--- src/rtl/mem_access_unit_if.sv ---
// Load/store request, response and data-memory command bundle for mem_access_unit.
// Handshake: a request transfers on a posedge where req_valid && req_ready; resp_valid is a one-cycle pulse with no backpressure.
interface mem_access_unit_if;
  logic        req_valid;
  logic        req_ready;
  logic        req_we;
  logic [31:0] req_addr;
  logic [31:0] req_wdata;
  logic [1:0]  req_size;
  logic        req_signed;
  logic        resp_valid;
  logic [31:0] resp_rdata;
  logic        resp_error;
  logic [31:0] mem_addr_out;
  logic [31:0] mem_data_out;
  logic [1:0]  mem_size_out;
  logic        mem_we_out;
  logic        mem_re_out;
  logic [31:0] mem_data_in;

  modport slave (
    input  req_valid, req_we, req_addr, req_wdata, req_size, req_signed, mem_data_in,
    output req_ready, resp_valid, resp_rdata, resp_error,
    output mem_addr_out, mem_data_out, mem_size_out, mem_we_out, mem_re_out
  );

  modport master (
    output req_valid, req_we, req_addr, req_wdata, req_size, req_signed, mem_data_in,
    input  req_ready, resp_valid, resp_rdata, resp_error,
    input  mem_addr_out, mem_data_out, mem_size_out, mem_we_out, mem_re_out
  );
endinterface

--- src/rtl/mem_access_unit.sv ---
// Load/store unit for the byte-laned data memory: range check, aligned access, sign/zero extension.
// Define MEM_ACCESS_SPLIT_EN to decompose misaligned half/word accesses into byte accesses.
module mem_access_unit #(
  parameter logic [15:0] MEM_ADDR = 16'h1000
) (
  input  logic             clock,
  input  logic             reset,
  mem_access_unit_if.slave bus,
  output logic [1:0]       state_dbg
);

  typedef enum logic [1:0] {IDLE = 2'd0, ACCESS = 2'd1, RESP = 2'd2} state_t;

  state_t      state, state_nx;
  logic        we_q, signed_q, err_q;
  logic [1:0]  size_q;
  logic [31:0] addr_q, wdata_q, rdata_q;
  logic [31:0] last_addr, cur_addr, raw, ext_val;
  logic        misaligned, req_err, last_acc;
`ifdef MEM_ACCESS_SPLIT_EN
  logic        split_q;
  logic [1:0]  idx_q;
  logic [31:0] asm_q, asm_nx, lane_sh, wbyte_sh;
`endif

  // Request decode: the last byte of the access must also fall inside the region.
  always_comb begin
    case (bus.req_size)
      2'd0:    last_addr = bus.req_addr;
      2'd1:    last_addr = bus.req_addr + 32'd1;
      default: last_addr = bus.req_addr + 32'd3;
    endcase
    misaligned = ((bus.req_size == 2'd1) && bus.req_addr[0]) ||
                 ((bus.req_size == 2'd3) && (bus.req_addr[1:0] != 2'd0));
    req_err = (bus.req_size == 2'd2) || (bus.req_addr[31:16] != MEM_ADDR) ||
              (last_addr[31:16] != MEM_ADDR);
`ifndef MEM_ACCESS_SPLIT_EN
    req_err = req_err || misaligned;
`endif
  end

  always_comb begin
`ifdef MEM_ACCESS_SPLIT_EN
    cur_addr = addr_q + {30'd0, idx_q};
    lane_sh  = bus.mem_data_in >> {cur_addr[1:0], 3'b000};
    asm_nx   = asm_q | ({24'd0, lane_sh[7:0]} << {idx_q, 3'b000});
    wbyte_sh = wdata_q >> {idx_q, 3'b000};
    last_acc = !split_q || (idx_q == ((size_q == 2'd1) ? 2'd1 : 2'd3));
    raw      = split_q ? asm_nx : (bus.mem_data_in >> {addr_q[1:0], 3'b000});
`else
    cur_addr = addr_q;
    last_acc = 1'b1;
    raw      = bus.mem_data_in >> {addr_q[1:0], 3'b000};
`endif
    case (size_q)
      2'd0:    ext_val = signed_q ? {{24{raw[7]}}, raw[7:0]} : {24'd0, raw[7:0]};
      2'd1:    ext_val = signed_q ? {{16{raw[15]}}, raw[15:0]} : {16'd0, raw[15:0]};
      default: ext_val = raw;
    endcase
  end

  always_comb begin
    state_nx = state;
    case (state)
      IDLE:    if (bus.req_valid) state_nx = req_err ? RESP : ACCESS;
      ACCESS:  if (last_acc) state_nx = RESP;
      RESP:    state_nx = IDLE;
      default: state_nx = IDLE;
    endcase
  end

  always_ff @(posedge clock or negedge reset) begin
    if (!reset) begin
      state    <= IDLE;
      we_q     <= 1'b0;
      signed_q <= 1'b0;
      err_q    <= 1'b0;
      size_q   <= 2'd0;
      addr_q   <= 32'd0;
      wdata_q  <= 32'd0;
      rdata_q  <= 32'd0;
`ifdef MEM_ACCESS_SPLIT_EN
      split_q  <= 1'b0;
      idx_q    <= 2'd0;
      asm_q    <= 32'd0;
`endif
    end else begin
      state <= state_nx;
      if ((state == IDLE) && bus.req_valid) begin
        we_q     <= bus.req_we;
        signed_q <= bus.req_signed;
        err_q    <= req_err;
        size_q   <= bus.req_size;
        addr_q   <= bus.req_addr;
        wdata_q  <= bus.req_wdata;
        rdata_q  <= 32'd0;
`ifdef MEM_ACCESS_SPLIT_EN
        split_q  <= misaligned;
        idx_q    <= 2'd0;
        asm_q    <= 32'd0;
`endif
      end
      if (state == ACCESS) begin
`ifdef MEM_ACCESS_SPLIT_EN
        if (split_q) begin
          asm_q <= asm_nx;
          idx_q <= idx_q + 2'd1;
        end
`endif
        if (last_acc) rdata_q <= we_q ? 32'd0 : ext_val;
      end
    end
  end

  always_comb begin
    bus.req_ready    = (state == IDLE);
    bus.resp_valid   = (state == RESP);
    bus.resp_rdata   = (state == RESP) ? rdata_q : 32'd0;
    bus.resp_error   = (state == RESP) && err_q;
    bus.mem_addr_out = 32'd0;
    bus.mem_data_out = 32'd0;
    bus.mem_size_out = 2'd3;
    bus.mem_we_out   = 1'b0;
    bus.mem_re_out   = 1'b0;
    state_dbg        = state;
    if (state == ACCESS) begin
      bus.mem_addr_out = cur_addr;
      bus.mem_data_out = wdata_q;
      bus.mem_size_out = size_q;
      bus.mem_we_out   = we_q;
      bus.mem_re_out   = !we_q;
`ifdef MEM_ACCESS_SPLIT_EN
      if (split_q) begin
        bus.mem_size_out = 2'd0;
        bus.mem_data_out = {24'd0, wbyte_sh[7:0]};
      end
`endif
    end
  end

endmodule

--- src/flat_wrapper.sv ---
// flat-port wrapper written by rule: the top's interface ports become plain ports
module mem_access_unit_flat 
#(
  parameter logic [15:0] MEM_ADDR = 16'h1000
)
  (clock, reset, state_dbg, bus_req_valid, bus_req_we, bus_req_addr, bus_req_wdata, bus_req_size, bus_req_signed, bus_mem_data_in, bus_req_ready, bus_resp_valid, bus_resp_rdata, bus_resp_error, bus_mem_addr_out, bus_mem_data_out, bus_mem_size_out, bus_mem_we_out, bus_mem_re_out);
  mem_access_unit_if bus_i ();
  input  logic clock;
  input  logic reset;
  output logic [1:0] state_dbg;
  input wire logic [$bits(bus_i.req_valid)-1:0] bus_req_valid;
  input wire logic [$bits(bus_i.req_we)-1:0] bus_req_we;
  input wire logic [$bits(bus_i.req_addr)-1:0] bus_req_addr;
  input wire logic [$bits(bus_i.req_wdata)-1:0] bus_req_wdata;
  input wire logic [$bits(bus_i.req_size)-1:0] bus_req_size;
  input wire logic [$bits(bus_i.req_signed)-1:0] bus_req_signed;
  input wire logic [$bits(bus_i.mem_data_in)-1:0] bus_mem_data_in;
  output wire logic [$bits(bus_i.req_ready)-1:0] bus_req_ready;
  output wire logic [$bits(bus_i.resp_valid)-1:0] bus_resp_valid;
  output wire logic [$bits(bus_i.resp_rdata)-1:0] bus_resp_rdata;
  output wire logic [$bits(bus_i.resp_error)-1:0] bus_resp_error;
  output wire logic [$bits(bus_i.mem_addr_out)-1:0] bus_mem_addr_out;
  output wire logic [$bits(bus_i.mem_data_out)-1:0] bus_mem_data_out;
  output wire logic [$bits(bus_i.mem_size_out)-1:0] bus_mem_size_out;
  output wire logic [$bits(bus_i.mem_we_out)-1:0] bus_mem_we_out;
  output wire logic [$bits(bus_i.mem_re_out)-1:0] bus_mem_re_out;
  assign bus_i.req_valid = bus_req_valid;
  assign bus_i.req_we = bus_req_we;
  assign bus_i.req_addr = bus_req_addr;
  assign bus_i.req_wdata = bus_req_wdata;
  assign bus_i.req_size = bus_req_size;
  assign bus_i.req_signed = bus_req_signed;
  assign bus_i.mem_data_in = bus_mem_data_in;
  assign bus_req_ready = bus_i.req_ready;
  assign bus_resp_valid = bus_i.resp_valid;
  assign bus_resp_rdata = bus_i.resp_rdata;
  assign bus_resp_error = bus_i.resp_error;
  assign bus_mem_addr_out = bus_i.mem_addr_out;
  assign bus_mem_data_out = bus_i.mem_data_out;
  assign bus_mem_size_out = bus_i.mem_size_out;
  assign bus_mem_we_out = bus_i.mem_we_out;
  assign bus_mem_re_out = bus_i.mem_re_out;
  mem_access_unit #(.MEM_ADDR(MEM_ADDR)) u_core (.clock(clock), .reset(reset), .bus(bus_i), .state_dbg(state_dbg));
endmodule
--- config.mk ---
export PLATFORM = sky130hd
export DESIGN_NAME = mem_access_unit_flat
export DESIGN_NICKNAME = d
export VERILOG_FILES = /design/src/rtl/mem_access_unit_if.sv /design/src/rtl/mem_access_unit.sv /design/src/flat_wrapper.sv
export SDC_FILE = /design/constraint.sdc
export NUM_CORES = 1
export LEC_CHECK = 0
export BUFFER_PORTS_ARGS = -buffer_cell sky130_fd_sc_hd__buf_2
export CORE_ASPECT_RATIO = 2
export CORE_MARGIN = 2
export CORE_UTILIZATION = 46
export CTS_BUF_LIST = sky130_fd_sc_hd__clkbuf_8
export CTS_CLUSTER_DIAMETER = 60
export DETAILED_ROUTE_END_ITERATION = 6
export PLACE_DENSITY = 0.9
export SYNTH_ARGS = -nofsm -noshare
export SYNTH_HDL_FRONTEND = slang
export SYNTH_SLANG_ARGS = --single-unit
--- constraint.sdc ---
create_clock -name clock -period 1.65 [get_ports clock]
set_input_delay 0.165 -clock clock [delete_from_list [all_inputs] [get_ports clock]]
set_output_delay 0.165 -clock clock [all_outputs]
set_load 0.01 [all_outputs]
Yosys cells after proc, flatten, opt, wreduce, memory -nomap -nowiden
Index checks and enable logic that the tools add are counted.

operators by class
  eq/ne operators = 9
  add/subtract/negate cells = 2
  reduce and logical (&&, ||, !) cells = 14
  multiplexer cells = 16
  shift-type cells = 1

operators with widths
  kind                                                                number
  32-bit two-way mux                                                  8
  32-bit one-hot mux with 2 select lines                              2
  32-bit by 1-bit adder with 32-bit output (second input constant)    1
  32-bit by 2-bit adder with 32-bit output (second input constant)    1
  16-bit by 13-bit != test with 1-bit output (second input constant)  2
  32-bit by 5-bit right shift with 32-bit output                      1
  2-bit by 1-bit == test with 1-bit output (second input constant)    3
  2-bit == test (second input constant)                               3
  2-bit logical NOT                                                   3
  2-bit two-way mux                                                   3
  1-bit logical AND                                                   4
  1-bit logical OR                                                    4
  2-bit one-hot mux with 2 select lines                               1
  2-bit nonzero test                                                  2
  1-bit two-way mux                                                   2
  2-bit != test (second input constant)                               1
  1-bit logical NOT                                                   1

storage, ports and cells
  word-level logic and storage cells = 50
  output and inout port bits = 105
  flip-flop bits (word level) = 103
  input bits = 103

Logic depth before layout (Yosys ltp)
  depth in word-level cells = 8
  mapped depth = 8
  mapped depth without buffers = 7

Worst setup path before layout
Ideal clock, no wire load.

  kind = register to register
  start = register u_core.state[1] (netlist: u_core.state_dbg[1])
  end = register u_core.signed_q
  setup time = 0.125 ns
  cell stages (with the launch flop) = 6
  path slack = -0.150 ns
  period minus slack after synthesis = 1.800 ns
  path buffers = 2
  data arrival time = 1.675 ns
  path through = dfrtp_1 -> nor2_1 -> and2_1 -> clkbuf_1 -> buf_2 -> mux2_2

between the ends
  longest elaborated chain between the ends = 2

ends and longest elaborated chain
  what                    RTL line               RTL
  start, declared         mem_access_unit.sv:14  state_t state, state_nx;
  start signal, assigned  mem_access_unit.sv:88  state <= state_nx;
  2-bit logical NOT       n/a
  via bus_req_ready       flat_wrapper.sv:18     output wire logic [$bits(bus_i.req_ready)-1:0] bus_req_ready;
  1-bit logical AND       mem_access_unit.sv:89  if ((state == IDLE) && bus.req_valid) begin
  end signal, assigned    mem_access_unit.sv:91  signed_q <= bus.req_signed;
  end, declared           mem_access_unit.sv:15  logic we_q, signed_q, err_q;

The timed path passes the listed nets, and every way through them passes these cells.
A chain may end at the register's enable or synchronous reset.

Worst setup path after layout
  start = register u_core.addr_q[1]
  end = register u_core.rdata_q[29]

between the ends
  longest elaborated chain between the ends = 5
  elaborated cells on any way between the ends = 6

ends and longest elaborated chain
  what                                                RTL line                                      RTL
  start, declared                                     mem_access_unit.sv:17                         logic [31:0] addr_q, wdata_q, rdata_q;
  start signal, assigned                              mem_access_unit.sv:94                         addr_q <= bus.req_addr;
  32-bit by 5-bit right shift with 32-bit output (*)  mem_access_unit.sv:53                         raw = bus.mem_data_in >> {addr_q[1:0], 3'b000};
  32-bit two-way mux, on equally long branches        mem_access_unit.sv:57, mem_access_unit.sv:56
  32-bit one-hot mux with 2 select lines (*)          mem_access_unit.sv:55                         case (size_q)
  32-bit two-way mux (*)                              mem_access_unit.sv:110                        if (last_acc) rdata_q <= we_q ? 32'd0 : ext_val;
  32-bit two-way mux (*)                              mem_access_unit.sv:103                        if (state == ACCESS) begin
  end signal, assigned                                mem_access_unit.sv:110
  end, declared                                       mem_access_unit.sv:17

Mark *: on every way between the ends. The rest lies on a longest branch, timed or not.

==> impl_metrics.json <==
{
  "post-route-min-period_ps": 1830,
  "synth.largest_area_cell": "dfrtp_1",
  "setup-tns-final_ps": -12320,
  "critPathKind": "reg2reg",
  "arrival_ps": 2070,
  "gp_congestion": 0.894,
  "ctsLongestPathBuffers": 2,
  "routed_wirelength_mm": 17.6,
  "grt_max_degree": 43,
  "drt_iter0_markers": 215,
  "fill_cells": 800,
  "rows": 55,
  "die_h_um": 155,
  "grt_pass1_vias": 4934,
  "synth-compound-area-share_pct": 8.54,
  "fp.dieArea_mm2": 0.0123,
  "final_area_mm2": 0.00762,
  "fmax_ghz": 0.547,
  "gr-total-overflow": 0,
  "grt_setup_unrepaired": "yes",
  "ys_seq_elements": 103,
  "yosysUniqueCellTypes": 40,
  "root_buffer": "clkbuf_8",
  "drc": 0,
  "synth-edff-count": 0,
  "swShare_pct": 28.3,
  "syn_area_per_cell_um2": 11.4,
  "pwr-share-clk_pct": 28.2,
  "cts.sinks": 103,
  "layout_common_cells": "buf_2, dfrtp_1, mux2_2",
  "setup_violations": 122,
  "cp.required_ps": 1900,
  "combPwrFrac_pct": 23.3,
  "place_area_mm2": 0.00654,
  "hpwlAfterDp_mm": 11.5,
  "cts_tree": "yes",
  "max_cap_viol_count": 0,
  "grtUsageTotal_pct": 26.4,
  "synth_nets": 562,
  "power_mw": 6.47,
  "cp-start-kind": "register",
  "htreeDepth": 3,
  "firstDrtPassIters": 4,
  "final_nets": 795,
  "cp_max_fo": 16,
  "floorplan.initialDensity_pct": 46.6,
  "synthAdderAreaFrac_pct": 0.239,
  "area_growth_pct": 45.7,
  "core_area_mm2": 0.0112,
  "die_w_um": 79.4,
  "max_slew_margin_pct": 69.9,
  "run_status": "finished with violations",
  "p_int_mw": 4.64,
  "synth.top_cell.area_share_pct": 49.3,
  "slew_viol_final": 0,
  "via_count": 4729,
  "io_pins": 208,
  "p_seq_share_pct": 48.5,
  "grt_pass1_wl_mm": 24.7,
  "whs_ps": 27.8,
  "clk-insertion-delay-late_ps": 360,
  "syn-cell-area_mm2": 0.00523,
  "fin_crit_sh_pct": 111,
  "yosys_warnings": 0,
  "hold_violations": 0,
  "ant_nets": 0,
  "cts_made_buffers": 9,
  "via_per_inst": 5.64,
  "synth_seq_area_share_pct": 49.3,
  "grt_antenna_before_repair": 1,
  "p_per_area_mw_per_mm2": 849,
  "clock_skew_ps": 15.3,
  "wl_per_cell_um": 21.0,
  "final_common_cell": "buf_2",
  "worstMarginPinSlew_ps": 447,
  "synth_top_family_by_area": "multiplexers",
  "ir_drop_uv": 667,
  "min_path_type": "in2reg",
  "synth_xor_area_share_pct": 0,
  "syn_inst": 458,
  "layout_setup_ws_ps": -178,
  "synthArstFlopShare_pct": 100,
  "synthFlopType": "dfrtp_1",
  "clkTransAtPathRegs_ps": 100,
  "violations": "setup timing",
  "synthMuxAreaShare_pct": 19.9,
  "p_leak_nw": 3.75,
  "switching_power_mw": 1.83,
  "synth_area_leaders": "dfrtp_1, mux2_2, and2_1, a221o_1, mux2i_1",
  "layout-drive-gt1-share_pct": 58.3,
  "portBuffers": 207,
  "critPathCaptureType": "register",
  "synth_simple_gate_area_share_pct": 18.9
}
==> worst max-delay path, stage by stage, from the launching register on <==
cell and delay [ps]:
dfrtp_1 410, mux4_2 590, mux2i_4 210, nor4b_4 70
buf_12 160, a221o_1 270
==> per-layer routing <==
metal	GRT usage, %	share of wire (%)
met1	26.5	33
met2	49.0	56
met3	3.97	4.7
met4	16.7	6.4
met5	0	0
==> cells by family (layout without fill, tap and decap cells) <==
logic type | Yosys count | in the layout
simple gates | 164 | 164
flops | 103 | 103
mux | 93 | 93
compound gates | 64 | 64
buf+inv | 33 | 270
fa+ha+maj | 1 | 1
other cells | 0 | 1
==> final timing paths <==
kind	slack (ps)	startpoint	depth (start not counted)	end
max	-180	u_core.addr_q[1]	5	u_core.rdata_q[29]
min	30	bus_req_wdata[0]	2	u_core.wdata_q[0]
max reg2reg	-180	u_core.addr_q[1]	5	u_core.rdata_q[29]
min reg2reg	480	u_core.rdata_q[14]	2	u_core.rdata_q[14]
max in group asynchronous	770	reset	3	u_core.addr_q[7]
min in group asynchronous	270	reset	2	u_core.rdata_q[1]
==> power groups by stage <==
stage | Combinational, mW | Clock (mW) | Sequential (mW)
after detailed placement | 1.39 | 0 | 3.15
final | 1.51 | 1.83 | 3.14
after CTS | 1.47 | 1.85 | 3.11
after floorplan | 0.911 | 0 | 3.06
after global routing | 1.61 | 1.94 | 3.18
after global placement | 1.32 | 0 | 3.11
==> what timing repair did <==
| action | in CTS | in global routing |
|---|---|---|
| setup buffers | 7 | 15 |
| gates cloned | 5 | 6 |
| endpoints found under the setup margin | 132 | 147 |
| hold endpoints to repair | 25 | 0 |
| resized for setup | 39 | 78 |
| hold buffers | 1 | 0 |
| pin swaps | 11 | 26 |
==> layout make-up <==
type	count	area, µm²	area share [%]
Multi-Input combinational cell	322	2640	34.7
Sequential cell	103	2580	33.8
Timing Repair Buffer	254	1970	25.9
Tap cell	142	178	2.33
Clock buffer	11	151	1.99
Clock inverter	4	77.6	1.02
Inverter	1	16.3	0.213
Antenna cell	1	2.50	0.0328
==> registers in the layout (all words and copies together), names as in the netlist <==
name,flops
u_core.signed_q,1
u_core.rdata_q,32
u_core.state_dbg,2
u_core.err_q,1
u_core.we_q,1
u_core.addr_q,32
u_core.wdata_q,32
u_core.size_q,2
==> metrics by stage <==
| step | utilization (%) | std cells | worst slack [ps] |
|---|---|---|---|
| after floorplan | - | 458 | -105 |
| after global placement | 58.3 | 801 | -201 |
| after detailed placement | 58.3 | 801 | -349 |
| after CTS | 63.7 | 829 | -171 |
| after global routing | 67.9 | 838 | -234 |
| final | 67.9 | 838 | -178 |
==> synth_stat cells, drive strengths merged, types with 2 or more instances <==
cell type,instances
nor4b,2
dfrtp,103
nor4,3
nor2,5
nand2b,5
nand4,9
and2,99
mux2i,16
mux2,76
nand2,25
a22o,8
clkbuf,21
a21oi,13
buf,11
a221o,16
nor2b,4
o21ai,22
or4,2
nor3,2
nand3,2
Note: power is estimated with default switching activity, not from simulation.
